File: config.mk
export PLATFORM = sky130hd
export DESIGN_NAME = line_cmd_dispatcher
export DESIGN_NICKNAME = d
export VERILOG_FILES = /design/src/rtl/lda_pkg.sv /design/src/rtl/line_cmd_fifo.sv /design/src/rtl/line_cmd_dispatcher.sv
export SDC_FILE = /design/constraint.sdc
export NUM_CORES = 1
export LEC_CHECK = 0
export ABC_CLOCK_PERIOD_IN_PS = 6000
export BUFFER_PORTS_ARGS = -buffer_cell sky130_fd_sc_hd__buf_2
export CAP_MARGIN = 20
export CORE_UTILIZATION = 45
export DETAILED_ROUTE_END_ITERATION = 8
export GPL_ROUTABILITY_DRIVEN = 0
export HOLD_SLACK_MARGIN = 0.12
export PLACE_DENSITY = 0.61
export SYNTH_ARGS = -nofsm -noshare
export SYNTH_HDL_FRONTEND = slang
export SYNTH_HIERARCHICAL = 1
export SYNTH_SLANG_ARGS = --single-unit
export TNS_END_PERCENT = 50
File: constraint.sdc
create_clock -name clk -period 6 [get_ports clk]
set_clock_uncertainty 0.1 [all_clocks]
set_input_delay 1.2 -clock clk [delete_from_list [all_inputs] [get_ports clk]]
set_output_delay 1.2 -clock clk [all_outputs]
set_load 0.02 [all_outputs]
File: src/rtl/lda_pkg.sv
// Shared types for the line-drawer command path: operand widths, the queued
// command record and the dispatcher state encoding.
package lda_pkg;

    localparam int X_W = 9;
    localparam int Y_W = 8;
    localparam int C_W = 3;

    typedef struct packed {
        logic [X_W-1:0] x0;
        logic [Y_W-1:0] y0;
        logic [X_W-1:0] x1;
        logic [Y_W-1:0] y1;
        logic [C_W-1:0] colour;
    } line_cmd_t;

    typedef enum logic [1:0] {
        IDLE    = 2'd0,
        DRAW    = 2'd1,
        RELEASE = 2'd2
    } disp_state_t;

endpackage

File: src/rtl/line_cmd_fifo.sv
// Synchronous FIFO of line commands with occupancy-count based full/empty.
// The head entry is presented combinationally so a pop can load it in the same cycle.
module line_cmd_fifo
    import lda_pkg::*;
#(
    parameter int DEPTH = 8
) (
    input  logic                   clk,
    input  logic                   resetn,
    input  logic                   push,
    input  line_cmd_t              push_data,
    input  logic                   pop,
    output line_cmd_t              head,
    output logic                   full,
    output logic                   empty,
    output logic [$clog2(DEPTH):0] count
);

    localparam int AW = $clog2(DEPTH);
    localparam logic [AW:0] FULL_CNT = (AW + 1)'(DEPTH);

    line_cmd_t     mem [DEPTH];
    logic [AW-1:0] wr_ptr;
    logic [AW-1:0] rd_ptr;
    logic          do_push;
    logic          do_pop;

    assign full    = (count == FULL_CNT);
    assign empty   = (count == '0);
    assign do_push = push && !full;
    assign do_pop  = pop && !empty;
    assign head    = mem[rd_ptr];

    // Storage carries no reset; only pointers and count define validity.
    always_ff @(posedge clk) begin
        if (do_push) begin
            mem[wr_ptr] <= push_data;
        end
    end

    always_ff @(posedge clk or negedge resetn) begin
        if (!resetn) begin
            wr_ptr <= '0;
            rd_ptr <= '0;
            count  <= '0;
        end else begin
            if (do_push) begin
                wr_ptr <= wr_ptr + 1'b1;
            end
            if (do_pop) begin
                rd_ptr <= rd_ptr + 1'b1;
            end
            case ({do_push, do_pop})
                2'b10:   count <= count + 1'b1;
                2'b01:   count <= count - 1'b1;
                default: count <= count;
            endcase
        end
    end

endmodule

File: src/rtl/line_cmd_dispatcher.sv
// Line command dispatcher: queues line requests and issues them one at a time
// to the line drawer over its level start/done handshake.
module line_cmd_dispatcher
    import lda_pkg::*;
#(
    parameter int DEPTH = 8,
    parameter int CNT_W = 16
) (
    input  logic                   clk,
    input  logic                   resetn,
    input  logic                   cmd_valid,
    output logic                   cmd_ready,
    input  logic [X_W-1:0]         cmd_x0,
    input  logic [Y_W-1:0]         cmd_y0,
    input  logic [X_W-1:0]         cmd_x1,
    input  logic [Y_W-1:0]         cmd_y1,
    input  logic [C_W-1:0]         cmd_colour,
    output logic                   lda_start,
    output logic [X_W-1:0]         lda_x0,
    output logic [Y_W-1:0]         lda_y0,
    output logic [X_W-1:0]         lda_x1,
    output logic [Y_W-1:0]         lda_y1,
    output logic [C_W-1:0]         lda_colour,
    input  logic                   lda_done,
    input  logic                   lda_ready,
    output logic                   busy,
    output logic [$clog2(DEPTH):0] fifo_count,
    output logic [CNT_W-1:0]       lines_drawn
);

    // state   | meaning
    // IDLE    | waiting for a queued command and an idle drawer with done low
    // DRAW    | start held high, operands frozen, waiting for done
    // RELEASE | start dropped, waiting for the drawer to lower done

    disp_state_t state;
    disp_state_t state_nxt;
    line_cmd_t   cmd_in;
    line_cmd_t   head;
    line_cmd_t   ops;
    logic        fifo_full;
    logic        fifo_empty;
    logic        pop;
    logic        load;
    logic        count_inc;
    logic        ready_en;

    assign cmd_in    = {cmd_x0, cmd_y0, cmd_x1, cmd_y1, cmd_colour};
    // ready_en keeps cmd_ready low through reset even though the FIFO is empty.
    assign cmd_ready = ready_en && !fifo_full;

    line_cmd_fifo #(
        .DEPTH (DEPTH)
    ) u_fifo (
        .clk       (clk),
        .resetn    (resetn),
        .push      (cmd_valid && cmd_ready),
        .push_data (cmd_in),
        .pop       (pop),
        .head      (head),
        .full      (fifo_full),
        .empty     (fifo_empty),
        .count     (fifo_count)
    );

    always_comb begin
        state_nxt = state;
        pop       = 1'b0;
        load      = 1'b0;
        count_inc = 1'b0;
        case (state)
            IDLE: begin
                if (!fifo_empty && lda_ready && !lda_done) begin
                    pop       = 1'b1;
                    load      = 1'b1;
                    state_nxt = DRAW;
                end
            end
            DRAW: begin
                if (lda_done) begin
                    count_inc = 1'b1;
                    state_nxt = RELEASE;
                end
            end
            RELEASE: begin
                if (!lda_done) begin
                    state_nxt = IDLE;
                end
            end
            default: state_nxt = IDLE;
        endcase
    end

    always_ff @(posedge clk or negedge resetn) begin
        if (!resetn) begin
            state       <= IDLE;
            ops         <= '0;
            lines_drawn <= '0;
            ready_en    <= 1'b0;
        end else begin
            state    <= state_nxt;
            ready_en <= 1'b1;
            if (load) begin
                ops <= head;
            end
            if (count_inc) begin
                lines_drawn <= lines_drawn + 1'b1;
            end
        end
    end

    // Start is a pure decode of DRAW so an async reset drops it immediately.
    assign lda_start  = (state == DRAW);
    assign lda_x0     = ops.x0;
    assign lda_y0     = ops.y0;
    assign lda_x1     = ops.x1;
    assign lda_y1     = ops.y1;
    assign lda_colour = ops.colour;
    assign busy       = !fifo_empty || (state != IDLE);

endmodule

==> metrics.csv <==
stage,metric,value,unit
yosys,ys_warn_count,6,
timing,final.period_utilization,62.7,%
timing,fmax,266,MHz
pwr,p_leak,0.00574,µW
yosys,ys_async_sr_fraction,18.2,%
clock_network,htreeDepth,2,
critical_path,crit_type,in -> reg,
detailed_routing,via_count,6496,
yosys,synth-seq-area-share,75.2,%
critical_path,critPathRequiredTime,6.27,ns
cells_and_area,nFillCells,2357,
cells_and_area,area_delta_synth_final,16.5,%
timing,setup_slack,2.24,ns
yosys,synth_edf_count,296,
yosys,synth_top_area_cell,edfxtp_1,
yosys,synthMuxAreaShare,18.4,%
clock_network,cts_hold_buf,0,
critical_path,cp_data_arrival_time,4.03,ns
timing,hold_viol,0,
global_routing,grt.overflow.total,0,
cells_and_area,final_common_cell,edfxtp_1,
clock_network,clock_latency,0.52,ns
yosys,yosysUniqueCellTypes,44,
pwr,power_density,472,nW/µm²
critical_path,cpMostUsedCell,ha_1,
timing,fin_tns_setup,0,ns
run,cap_violations,0,
yosys,netlist_area,14000,µm²
floorplan,die_h,178,µm
timing,rsz0062_at_grt,false,
yosys,synth_compound_area_share,0.473,%
yosys,synth.avg_cell_area,21.8,µm²
critical_path,critPathTopFamily,simple AND/OR/NAND/NOR gates,
critical_path,critical_path_depth,10,
cells_and_area,layout_common_cells,"296 x edfxtp_1, 100 x buf_2, 74 x mux4_2",
clock_network,clock_path_buffers,3,
cells_and_area,design.final.nets,823,
clock_network,clk_pin_slew,0.06,ns
hold_path,hold_path.class,reg -> reg,
clock_network,root_buffer,clkbuf_16,
critical_path,endpoint_kind,flip-flop,
timing,slew_viol_final,0,
timing,finalSetupViolCount,0,
global_routing,grt_pass1_wl,40.1,mm
yosys,yosys.area_share.adder,0.678,%
critical_path,crit_chain,buf_2 -> nor2_1 -> and3_4 -> o41ai_1 -> inv_2 -> ha_1 -> ha_1 -> or4b_1 -> o311ai_0 -> o211ai_1,
floorplan,rows,64,
floorplan,die_w,178,µm
global_routing,track_usage,17.2,%
clock_network,cts_setup_buffers,0,
critical_path,cpPeakStageDelay,0.68,ns
floorplan,coreArea,30600,µm²
cells_and_area,finish.utilization,53.4,%
detailed_routing,firstDrtPassIters,5,
pwr,power.total,7700,µW
yosys,synth_top_area_share,63.4,%
placed_design,hpwl,15.0,mm
detailed_routing,vias_per_cell,5.41,
placed_design,dp_slack,1.71,ns
critical_path,slowest_stage,and3_4,
critical_path,rr_worst_depth,10,
yosys,synthTopCellsByArea,"edfxtp_1 63%, mux4_2 12%, dfrtp_1 12%, mux2_2 5.4%, mux2_4 1.1%",
critical_path,critPathLaunchType,input port,
floorplan,floorplan.initialDensity,45.8,%
global_routing,grt_pass1_vias,6909,
critical_path,worst-path-max-fanout,39,
hold_path,whs_path_depth,1,
yosys,synth_xor_area_share,1.31,%
detailed_routing,drt_iter0_drc,350,
yosys,synthCells,644,
clock_network,cts-resized-gates,0,
detailed_routing,postRouteWirelength,26.5,mm
detailed_routing,drc,0,
clock_network,clock_sinks,362,
critical_path,cp_num_buf_inv,2,
clock_network,cts_tree,built,
placed_design,io_buffers,101,
yosys,synthFlopType,edfxtp_1,
detailed_routing,final_antenna_net_count,0,
global_routing,grt_antenna_before_repair,1,
yosys,synth_top_family_by_area,multiplexers,
timing,relSlewSlack,41.2,%
timing,worst_slew_pin_slew,0.880,ns
cells_and_area,final_layout_size_suffix_gt1_share,42.1,%
clock_network,numCtsBuffers,38,
detailed_routing,wl_per_cell,22.1,µm
yosys,synth-simple-area-share,2.52,%
timing,period_minus_slack,3.76,ns
floorplan,io_pins,102,
pwr,ir_worst_vdd,349,µV
floorplan,die_area,31900,µm²
yosys,synth_nets,693,
run_status,status,finished clean,
yosys,ys_ff_latch,362,
global_routing,grt_max_degree,77,
==> registers in the layout, indices dropped and copies added, names as in the netlist <==
name and count:
lda_colour 3, lda_x0 9, lda_x1 9, lda_y0 8, lda_y1 8, lines_drawn 16, ready_en 1, state 2
u_fifo/count 4, u_fifo/mem 296, u_fifo/rd_ptr 3, u_fifo/wr_ptr 3
==> metal layers <==
layer | part of all wire [%] | global-route usage [%] | up-vias | wire length [µm]
met2 | 51 | 29.5 | 135 | 13600
met4 | 1.7 | 5.12 | 0 | 456
met3 | 4.2 | 3.15 | 39 | 1120
met5 | 0 | 0 | - | 0
li1 | - | - | 2875 | -
met1 | 43 | 22.2 | 3447 | 11300
==> cell families (layout without fill, tap and decap cells) <==
| family | count (synthesis) | in the layout |
|---|---|---|
| other cells | 1 | 2 |
| simple gates | 60 | 60 |
| flops | 362 | 362 |
| mux | 152 | 152 |
| fa+ha+maj | 7 | 7 |
| xor+xnor | 21 | 21 |
| buf+inv | 32 | 191 |
| compound gates | 9 | 9 |
==> through the flow <==
stage / instances / hold slack [ns] / instance area [µm²]
4_1_cts: 1198 / 0.375 / 16300
6_report: 1200 / 0.372 / 16300
3_3_place_gp: 1128 / 0.356 / 15000
2_1_floorplan: 644 / 0.384 / 14000
5_1_grt: 1199 / 0.404 / 16300
3_5_place_dp: 1129 / 0.363 / 15000
==> synthesized netlist by cell type, types with 2 or more instances <==
master,n
nand2b_1,3
clkbuf_1,6
dfrtp_1,66
or4b_1,2
ha_1,6
nor3b_1,3
nor2_1,11
nor3_1,4
edfxtp_1,296
buf_2,11
inv_1,6
nand2_1,13
mux4_2,74
mux2_4,10
a21oi_1,2
and3_1,4
xnor2_1,13
nand3_1,8
mux2_2,67
buf_6,8
xor2_1,8
==> power by group <==
group	internal [µW]	total [µW]	switching, µW
clock	1460	2370	916
sequential	3070	3360	288
combinational	1020	1960	945
total	5550	7700	2150
==> path summary, 6_finish.rpt <==
kind	from	endpoint	slack (ns)
min in group asynchronous	resetn	lda_x1[6]	0.51
max in group asynchronous	resetn	u_fifo/rd_ptr[0]	4.25
hold / removal	lines_drawn[15]	lines_drawn[15]	0.37
setup reg to reg	u_fifo/count[0]	u_fifo/count[3]	2.45
setup / recovery	lda_done	u_fifo/count[3]	2.24
hold reg to reg	lines_drawn[15]	lines_drawn[15]	0.37
==> area by class of cell <==
type                            count  area (µm²)  area share (%)
Clock buffer                       48        1010            6.18
Tap cell                          396         495            3.03
Antenna cell                        1        2.50          0.0153
Multi-Input combinational cell    250        3340            20.4
Inverter                            7        26.3           0.161
Timing Repair Buffer              115         646            3.95
Clock inverter                     21         263            1.61
Sequential cell                   362       10500            64.6
(Power assumes the default switching activity.)
